==> config.mk <==
export PLATFORM = sky130hd
export DESIGN_NAME = ps2_note_decoder
export DESIGN_NICKNAME = d
export VERILOG_FILES = /design/src/rtl/ps2_pkg.sv /design/src/rtl/event_fifo.sv /design/src/rtl/ps2_note_decoder.sv
export SDC_FILE = /design/constraint.sdc
export NUM_CORES = 1
export LEC_CHECK = 0
export CAP_MARGIN = 15
export CELL_PAD_IN_SITES_DETAIL_PLACEMENT = 0
export CELL_PAD_IN_SITES_GLOBAL_PLACEMENT = 1
export CORE_MARGIN = 4
export CORE_UTILIZATION = 45
export CTS_CLUSTER_DIAMETER = 60
export DETAILED_ROUTE_END_ITERATION = 6
export GPL_ROUTABILITY_DRIVEN = 0
export PLACE_DENSITY = 0.85
export SLEW_MARGIN = 30
export SYNTH_ARGS = -nofsm -noshare
export SYNTH_HDL_FRONTEND = slang
export SYNTH_SLANG_ARGS = --single-unit
==> constraint.sdc <==
create_clock -name Clock -period 6.55 [get_ports Clock]
set_input_delay 0.9825 -clock Clock [delete_from_list [all_inputs] [get_ports Clock]]
set_output_delay 0.9825 -clock Clock [all_outputs]
set_load 0.02 [all_outputs]
==> src/rtl/ps2_pkg.sv <==
// ps2_pkg: definitions shared by the PS/2 note decoder and its event FIFO.
//   parse_state_t  : scan-code parser states (make / break / extended).
//   PS2_BREAK/EXT  : set-2 prefix bytes.
//   PS2_UP/DOWN    : extended arrow codes used for octave shifting.
//   NUM_KEYS       : number of piano keys on the keyboard map.
//   note_event_t   : one queued event {note, on}.
//   note_number()  : octave*12 + key index, in 7 bits (max 96, never wraps).
package ps2_pkg;

  typedef enum logic [1:0] {
    IDLE    = 2'd0,
    BRK     = 2'd1,
    EXT     = 2'd2,
    EXT_BRK = 2'd3
  } parse_state_t;

  localparam logic [7:0] PS2_BREAK = 8'hF0;
  localparam logic [7:0] PS2_EXT   = 8'hE0;
  localparam logic [7:0] PS2_UP    = 8'h75;
  localparam logic [7:0] PS2_DOWN  = 8'h72;

  localparam int NUM_KEYS = 13;

  typedef struct packed {
    logic [6:0] note;
    logic       on;
  } note_event_t;

  function automatic logic [6:0] note_number(input logic [2:0] octave,
                                             input logic [3:0] key_idx);
    return 7'(octave) * 7'd12 + 7'(key_idx);
  endfunction

endpackage

==> src/rtl/event_fifo.sv <==
// event_fifo: first-word fall-through FIFO for note events.
//   clk, rst_n : clock, asynchronous active-low reset (pointers/count only;
//                the storage array is data and is not reset).
//   push/wdata : write request; accepted when not full, or when full and a
//                pop happens in the same cycle.
//   pop        : consume the head; ignored while empty.
//   rdata      : head entry, forced to zero while empty so the outputs have
//                a defined value straight out of reset.
//   full/empty : occupancy flags.
// DEPTH must be a power of two (2..16) so the pointers wrap naturally.
module event_fifo #(
  parameter int DEPTH = 4,
  parameter int WIDTH = 8
) (
  input  logic             clk,
  input  logic             rst_n,
  input  logic             push,
  input  logic [WIDTH-1:0] wdata,
  input  logic             pop,
  output logic [WIDTH-1:0] rdata,
  output logic             full,
  output logic             empty
);

  localparam int AW = (DEPTH > 1) ? $clog2(DEPTH) : 1;
  localparam logic [AW:0] DEPTH_CNT = DEPTH[AW:0];

  logic [WIDTH-1:0] mem [DEPTH];
  logic [AW-1:0]    wr_ptr;
  logic [AW-1:0]    rd_ptr;
  logic [AW:0]      count;
  logic             do_push;
  logic             do_pop;

  assign empty   = (count == '0);
  assign full    = (count == DEPTH_CNT);
  assign do_pop  = pop & ~empty;
  // A pop in the same cycle frees a slot, so a push at full still lands.
  assign do_push = push & (~full | do_pop);

  always_ff @(posedge clk or negedge rst_n) begin
    if (!rst_n) begin
      wr_ptr <= '0;
      rd_ptr <= '0;
      count  <= '0;
    end else begin
      if (do_push) wr_ptr <= wr_ptr + AW'(1);
      if (do_pop)  rd_ptr <= rd_ptr + AW'(1);
      case ({do_push, do_pop})
        2'b10:   count <= count + (AW+1)'(1);
        2'b01:   count <= count - (AW+1)'(1);
        default: count <= count;
      endcase
    end
  end

  always_ff @(posedge clk) begin
    if (do_push) mem[wr_ptr] <= wdata;
  end

  assign rdata = empty ? '0 : mem[rd_ptr];

endmodule

==> src/rtl/ps2_note_decoder.sv <==
// ps2_note_decoder: turns the PS/2 wrapper's set-2 scan-byte stream into
// piano note-on/note-off events.
//   Clock, btnCpuReset : clock, asynchronous active-low reset.
//   ScanData, Valid    : scan byte and its valid level; one byte per rising
//                        edge of Valid.
//   EventValid/Ready   : FWFT event queue handshake.
//   EventNote, EventOn : head event, note = octave*12 + key index.
//   HeldKeys           : bitmap of held piano keys (bit = key index).
//   Octave             : current octave.
//   Overflow           : sticky, set when an event is dropped at full queue.
// Optional feature: define PS2_OCTAVE_SHIFT_EN to let E0 75 / E0 72 (Up/Down)
// shift the octave while no key is held. Without it Octave is fixed at
// DEFAULT_OCTAVE and all extended makes are discarded.
module ps2_note_decoder
  import ps2_pkg::*;
#(
  parameter int FIFO_DEPTH     = 4,
  parameter int DEFAULT_OCTAVE = 4
) (
  input  logic                Clock,
  input  logic                btnCpuReset,
  input  logic [7:0]          ScanData,
  input  logic                Valid,
  output logic                EventValid,
  input  logic                EventReady,
  output logic [6:0]          EventNote,
  output logic                EventOn,
  output logic [NUM_KEYS-1:0] HeldKeys,
  output logic [2:0]          Octave,
  output logic                Overflow
);

  localparam logic [2:0] OCT_INIT = 3'(DEFAULT_OCTAVE);

  parse_state_t        state;
  logic                ValidQ;
  logic                strobe;
  logic                key_hit;
  logic [3:0]          key_idx;
  logic [NUM_KEYS-1:0] key_mask;
  logic                key_is_held;
  logic                push_on;
  logic                push_off;
  logic                ev_push;
  logic                ev_drop;
  note_event_t         ev_in;
  note_event_t         ev_head;
  logic                fifo_full;
  logic                fifo_empty;

  // Rising edge of Valid: a level held high yields one byte.
  assign strobe = Valid & ~ValidQ;

  // Piano key map: A W S E D F T G Y H U J K -> C .. C'.
  always_comb begin
    key_hit = 1'b1;
    key_idx = 4'd0;
    case (ScanData)
      8'h1C:   key_idx = 4'd0;
      8'h1D:   key_idx = 4'd1;
      8'h1B:   key_idx = 4'd2;
      8'h24:   key_idx = 4'd3;
      8'h23:   key_idx = 4'd4;
      8'h2B:   key_idx = 4'd5;
      8'h2C:   key_idx = 4'd6;
      8'h34:   key_idx = 4'd7;
      8'h35:   key_idx = 4'd8;
      8'h33:   key_idx = 4'd9;
      8'h3C:   key_idx = 4'd10;
      8'h3B:   key_idx = 4'd11;
      8'h42:   key_idx = 4'd12;
      default: key_hit = 1'b0;
    endcase
  end

  assign key_mask    = key_hit ? (NUM_KEYS'(1) << key_idx) : '0;
  assign key_is_held = |(HeldKeys & key_mask);

  // Prefix bytes never hit the key map, so no extra filtering is needed here.
  // A make of an already-held key is a typematic repeat; a break of a key
  // that is not held is an orphan. Neither produces an event.
  assign push_on  = strobe & (state == IDLE) & key_hit & ~key_is_held;
  assign push_off = strobe & (state == BRK)  & key_hit &  key_is_held;
  assign ev_push  = push_on | push_off;
  assign ev_in    = '{note: note_number(Octave, key_idx), on: push_on};

  // When full the only pop candidate is the head, so EventReady decides.
  assign ev_drop  = ev_push & fifo_full & ~EventReady;

  // ---- parse stage: FSM, held-key bitmap and overflow flag ----
  always_ff @(posedge Clock or negedge btnCpuReset) begin
    if (!btnCpuReset) begin
      state    <= IDLE;
      ValidQ   <= 1'b0;
      HeldKeys <= '0;
      Overflow <= 1'b0;
    end else begin
      ValidQ <= Valid;
      if (strobe) begin
        case (state)
          IDLE: begin
            if (ScanData == PS2_BREAK)    state <= BRK;
            else if (ScanData == PS2_EXT) state <= EXT;
            else                          state <= IDLE;
          end
          EXT:     state <= (ScanData == PS2_BREAK) ? EXT_BRK : IDLE;
          BRK:     state <= IDLE;
          EXT_BRK: state <= IDLE;
        endcase
      end
      // The bitmap follows the keyboard even when the event itself is dropped.
      if (push_on)       HeldKeys <= HeldKeys | key_mask;
      else if (push_off) HeldKeys <= HeldKeys & ~key_mask;
      if (ev_drop) Overflow <= 1'b1;
    end
  end

`ifdef PS2_OCTAVE_SHIFT_EN
  logic ext_make;

  assign ext_make = strobe & (state == EXT) & (ScanData != PS2_BREAK);

  // Shifting only with no keys held keeps every note-off at its note-on pitch.
  always_ff @(posedge Clock or negedge btnCpuReset) begin
    if (!btnCpuReset) begin
      Octave <= OCT_INIT;
    end else if (ext_make && (HeldKeys == '0)) begin
      if ((ScanData == PS2_UP) && (Octave != 3'd7))
        Octave <= Octave + 3'd1;
      else if ((ScanData == PS2_DOWN) && (Octave != 3'd0))
        Octave <= Octave - 3'd1;
    end
  end
`else
  assign Octave = OCT_INIT;
`endif

  // ---- event queue stage ----
  event_fifo #(
    .DEPTH (FIFO_DEPTH),
    .WIDTH ($bits(note_event_t))
  ) u_event_fifo (
    .clk   (Clock),
    .rst_n (btnCpuReset),
    .push  (ev_push),
    .wdata (ev_in),
    .pop   (EventReady),
    .rdata (ev_head),
    .full  (fifo_full),
    .empty (fifo_empty)
  );

  assign EventValid = ~fifo_empty;
  assign EventNote  = ev_head.note;
  assign EventOn    = ev_head.on;

endmodule

-- Word-level counts from Yosys, hierarchy flattened
Memories as Yosys holds them, arrays and structs flattened.
Index checks and enable logic that the tools add are counted.
- reduce and logical (&&, ||, !) cells: 7
- add/sub/neg operators: 5
- divide/modulo/power cells: 0
- muxes and demuxes: 13
- $mul: 0
- bitwise gates (word level): 22
- shifts and indexed selects: 1
- order comparisons: 0
- eq/ne operators: 21
- operators by type and width (operator ; count):
    8-bit by 6-bit == test with 1-bit output (second input constant) ; 9
    4-bit case mux with 12 select lines ; 1
    13-bit two-way mux ; 3
    13-bit AND ; 2
    13-bit OR reduction ; 2
    8-bit by 5-bit == test with 1-bit output (second input constant) ; 3
    8-bit == test (second input constant) ; 2
    13-bit inverter ; 1
    13-bit bitwise OR ; 1
    1-bit by 4-bit << shifter with 13-bit output (first input constant) ; 1
    1-bit AND ; 11
    8-bit by 7-bit == test with 1-bit output (second input constant) ; 1
    8-bit two-way mux ; 1
    6-bit by 4-bit adder with 7-bit output (first input constant) ; 1
    2-bit == test (second input constant) ; 3
    2-bit two-way mux ; 3
    2-bit case mux with 3 select lines ; 1
    3-bit case mux with 2 select lines ; 1
    1-bit inverter ; 5
    2-bit by 1-bit adder with 2-bit output (second input constant) ; 2
    2-bit by 1-bit == test with 1-bit output (second input constant) ; 2
    2-bit nonzero test ; 2
    3-bit by 1-bit adder with 3-bit output (second input constant) ; 1
    3-bit == test (second input constant) ; 1
    6 further kinds ; 9
- bits in registers: 24
- bits in latches: 0
- memories kept: 1
- bits in writable memories: 32
- bits of input ports: 12
- output and inout port bits: 26
- word-level logic and storage cells: 77
- memory bits (read-only): 0
- memories (memory ; depth ; width ; read ports ; clocked after memory_dff ; wr ports ; RTL line ; text):
    u_event_fifo.mem ; 4 ; 8 ; 1 ; 0 ; 1 ; event_fifo.sv:28 ; logic [WIDTH-1:0] mem [DEPTH];

-- Logic depth before layout (Yosys ltp)
- depth in word-level cells: 12
- gate-level depth with buffers: 15
- gate-level depth less buffers: 12

-- By module
Synthesis repeated with hierarchy kept, for this count alone.
- cell total of the unflattened synthesis: 242
- area total of the unflattened synthesis: 3032.9 um^2
- modules (own cells, without submodules) (module ; area each (um^2) ; instances ; cells an instance):
    event_fifo ; 1731.7 ; 1 ; 105
    ps2_note_decoder ; 1301.2 ; 1 ; 137

-- Least setup slack after synthesis
OpenSTA, ideal clock, no wires.
- path type: input port to flip-flop
- start: in ScanData[4]
- end: reg u_event_fifo.count[1]
- required time: 6.428 ns
- stages on the path: 14
- setup slack: 2.441 ns
- arrival time: 3.987 ns
- cells stage by stage: buf_6 > or4b_1 > buf_2 > a21oi_2 > or3_1 > buf_4 > o21ai_1 > or4_4 > nand2_2 > nor2_1 > fa_1 > or2_2 > mux2_1 > o2111a_1
- word-level cells in the longest chain between the ends: 12
- elaborated cells on any way between the ends: 31
- those cells by class: 15 x eq/ne; 1 x shift; 4 x mux; 8 x bitwise; 3 x reduce/logical
- RTL lines (what ; RTL line ; text):
    from (decl) ; ps2_note_decoder.sv:22 ; input logic [7:0] ScanData,
    8-bit by 7-bit == test with 1-bit output, or another cell as far along ; ps2_note_decoder.sv:58 ; case (ScanData)
    4-bit case mux with 12 select lines / 13-bit OR reduction (equally long branches) ; n/a ;
    1-bit by 4-bit << shifter with 13-bit output / 1-bit two-way mux (equally long branches) ; ps2_note_decoder.sv:76, ps2_note_decoder.sv:58 ;
    13-bit two-way mux ; ps2_note_decoder.sv:76 ; assign key_mask = key_hit ? (NUM_KEYS'(1) << key_idx) : '0;
    13-bit AND ; ps2_note_decoder.sv:77 ; assign key_is_held = |(HeldKeys & key_mask);
    13-bit OR reduction ; ps2_note_decoder.sv:77 ;
    1-bit inverter ; ps2_note_decoder.sv:82 ; assign push_on = strobe & (state == IDLE) & key_hit & ~key_is_held;
    1-bit AND ; ps2_note_decoder.sv:82 ;
    1-bit bitwise OR (*) ; ps2_note_decoder.sv:84 ; assign ev_push = push_on | push_off;
    1-bit AND (*) ; event_fifo.sv:39 ; assign do_push = push & (~full | do_pop);
    2-bit by 1-bit == test with 1-bit output / 2-bit == test (equally long branches) ; event_fifo.sv:49 ; case ({do_push, do_pop})
    3-bit case mux with 2 select lines / 2-bit nonzero test (equally long branches) ; n/a ;
    to (signal assigned) ; event_fifo.sv:50 ; 2'b10: count <= count + (AW+1)'(1);
    to (signal assigned) ; event_fifo.sv:51 ; 2'b01: count <= count - (AW+1)'(1);
    to (signal assigned) ; event_fifo.sv:52 ; default: count <= count;
    to (decl) ; event_fifo.sv:31 ; logic [AW:0] count;
Mark *: on every way between the ends. The rest lies on a longest branch, timed or not.
A chain may end at the register's enable or synchronous reset.

-- Worst setup path after layout
- start: in ScanData[5]
- end: reg u_event_fifo.count[1]
Same word-level chain as after synthesis.

==> results.toml <==
[status]
status = "finished, final reports clean"

[timing]
timing.final.max_slew_violations = 0
fin_crit_sh_pct = 76.0
period_minus_slack_ns = 4.98
finalSetupViolations = 0
setup_tns_ns = 0
max_freq_mhz = 201
worst_pin_slew_ns = 0.715
rsz0062_at_grt = "false"
slew_headroom_pct = 52.2
skew_ns = 0.00906
finalHoldViolCount = 0

[die]
die_area_sq_um = 6990
dieWidth_um = 83.6
core_area_sq_um = 5540
fp.dieH_um = 83.6
ios = 38
row_count = 27
start_util_pct = 46.4

[cells_and_area]
drive_gt1_share_pct = 11.2
regArea_sq_um = 1200
nets = 275
area_growth_pct = 17.0
antenna_cells = 0
multi_input_area_sq_um = 1230
nFillCells = 497
finalNonFillerCells = 331

[grt]
grt_pass1_vias = 1888
grt_pass1_wl_mm = 9.60
antenna_found_initial = 0
grt_max_degree = 25
overflow = 0
grt_use_total_pct = 16.8

[placed_design]
dp_cells = 323
dp_hpwl_mm = 4.21
port-buffer-count = 33

[clock_tree]
post_cts_buffers = 0
cts_resized = 0
clk_pin_slew_ns = 0.09
cts_hold_buf = 0
cts_sinks = 44
htree_levels = 2
clk_latency_ns = 0.29
cts_made_buffers = 5
cts_tree = "built"
root_buffer = "clkbuf_8"
clock_path_buffers = 2

[synthesis]
synth_top_area_share_pct = 23.3
synth_most_common_cell = "dfrtp_1"
ys_types = 64
synthTopCellsByCount = "dfrtp_1 (24), edfxtp_1 (20), nand2_1 (14), o21ai_0 (14), nor2_1 (9)"
yosys_warnings = 0
synth-seq-area-share_pct = 46.7
synth_top_area_cell = "dfrtp_1"
async_flop_share_pct = 54.5
syn-instance-count = 234
synthTopCellsByArea = "dfrtp_1 (23%), edfxtp_1 (23%), mux4_2 (4.4%), o21ai_0 (2.7%), buf_4 (2.3%)"
ys.flop_type = "dfrtp_1"
syn_area_sq_um = 2570
syn_area_per_cell_sq_um = 11.0
synth_edf_count = 20
synth.ff_latch_count = 44

[critical_path]
max_stage_delay_ns = 0.77
cp-start-kind = "input port"
crit_slowest_cell = "clkdlybuf4s50_1"
crit_start = "ScanData[5]"
crit_type = "input port to flop"
cp-end-kind = "flop"
critical_path_peak_fanout = 17
r2r-end = "u_event_fifo.count[1]"
worstRegToRegCells = 11
reg2reg_setup_slack_ns = 2.95
arrival_ns = 5.16
crit_required_ns = 6.73
path_cells = "clkdlybuf4s50_1 > or4b_1 > a21oi_2 > or3_1 > nor4_2 > o211ai_2 > nand2_2 > nor2_1 > fa_1 > or2_2 > mux2_1 > o2111a_1"

[routing]
firstDrtPassIters = 4
ant_nets = 0
num_vias = 1901
viasPerCell = 5.74
drc = 0
wire_per_inst_um = 17.1
totalWireLength_mm = 5.66
drtIter0Drc = 139

[power_and_ir_drop]
total_power_mw = 0.843
p_per_area_nw_per_um2 = 280
peakVddDrop_uv = 187
power.leakage_nw = 1.17

[min_path]
min_path_type = "flop to flop"
holdPathEnd = "Overflow"
hold_start = "Overflow"
hold_depth = 1

[job]
cap_violations = 0
## routing by layer
layer  wire, um  vias up  share of wire [%]  track usage [%]
met4         43        0               0.76             5.26
met5          0        -                  0                0
met3        202        4                3.6             2.37
met1       2530      937                 45             22.5
met2       2880       50                 51             28.1
li1           -      910                  -                -
## cells by family (layout without fill, tap and decap cells)
kind of cell	count (synthesis)	count (layout)	synth area share (%)
AND/OR/NAND/NOR	86	86	21.0
buffers and inverters	27	50	5.84
XOR/XNOR	5	5	1.70
multiplexers	11	11	6.86
other	2	4	0.292
adder cells (fa/ha/maj)	5	5	2.72
AO/OA/AOI/OAI	54	54	14.9
flip-flops	44	44	46.7
## metrics by stage
| step | cell area [sq um] | utilization [%] | worst slack [ns] | hold WS (ns) |
|---|---|---|---|---|
| after floorplan | 2580 | - | 2.44 | 0.495 |
| after global placement | 2890 | 52.1 | 1.37 | 0.470 |
| after detailed placement | 2890 | 52.1 | 1.30 | 0.502 |
| after CTS | 3010 | 54.3 | 1.62 | 0.526 |
| after global routing | 3010 | 54.3 | 1.32 | 0.530 |
| final | 3010 | 54.3 | 1.57 | 0.518 |
## cell type report
cell class / count / area share [%]
clock buffers: 6 / 2.74
repair buffers: 34 / 11.2
inverters: 8 / 0.998
clock inverters: 2 / 1.29
flip-flops and latches: 44 / 39.9
multi-input cells: 165 / 40.8
well taps: 72 / 2.99
## layout by cell type (no fill, tap or decap), types with 4 or more instances in the layout
cell type	netlist	routed
o31ai_1	8	8
o21ai_1	4	4
dfrtp_1	24	24
nand3b_1	4	4
and2_1	7	7
a21oi_1	4	4
conb_1	2	4
nand2b_1	5	5
clkdlybuf4s50_1	0	33
inv_1	7	7
edfxtp_1	20	20
ha_1	4	4
nand3_1	7	7
nand2_1	14	14
mux4_2	5	5
clkbuf_8	0	6
and3_1	4	4
o21ai_0	14	14
xnor2_1	5	5
nor2_1	9	9
## report_power, final
part,switching [mW],internal (mW)
sequential,0.0364,0.309
combinational,0.134,0.146
clock,0.0936,0.125
## worst max-delay path by stage
stage	slack [ns]	to
final	1.57	u_event_fifo.count[1]
after detailed placement	1.30	u_event_fifo.count[1]
after floorplan	2.44	u_event_fifo.count[1]
after global routing	1.32	u_event_fifo.count[1]
after global placement	1.37	u_event_fifo.count[1]
after CTS	1.62	u_event_fifo.count[1]
## worst max-delay path, delay by kind of cell
| kind | cells | cell delay, ns |
|---|---|---|
| compound gates | 3 | 0.91 |
| simple gates | 6 | 1.74 |
| mux | 1 | 0.30 |
| buf+inv | 1 | 0.77 |
| fa+ha+maj | 1 | 0.46 |
(Power assumes the default switching activity.)
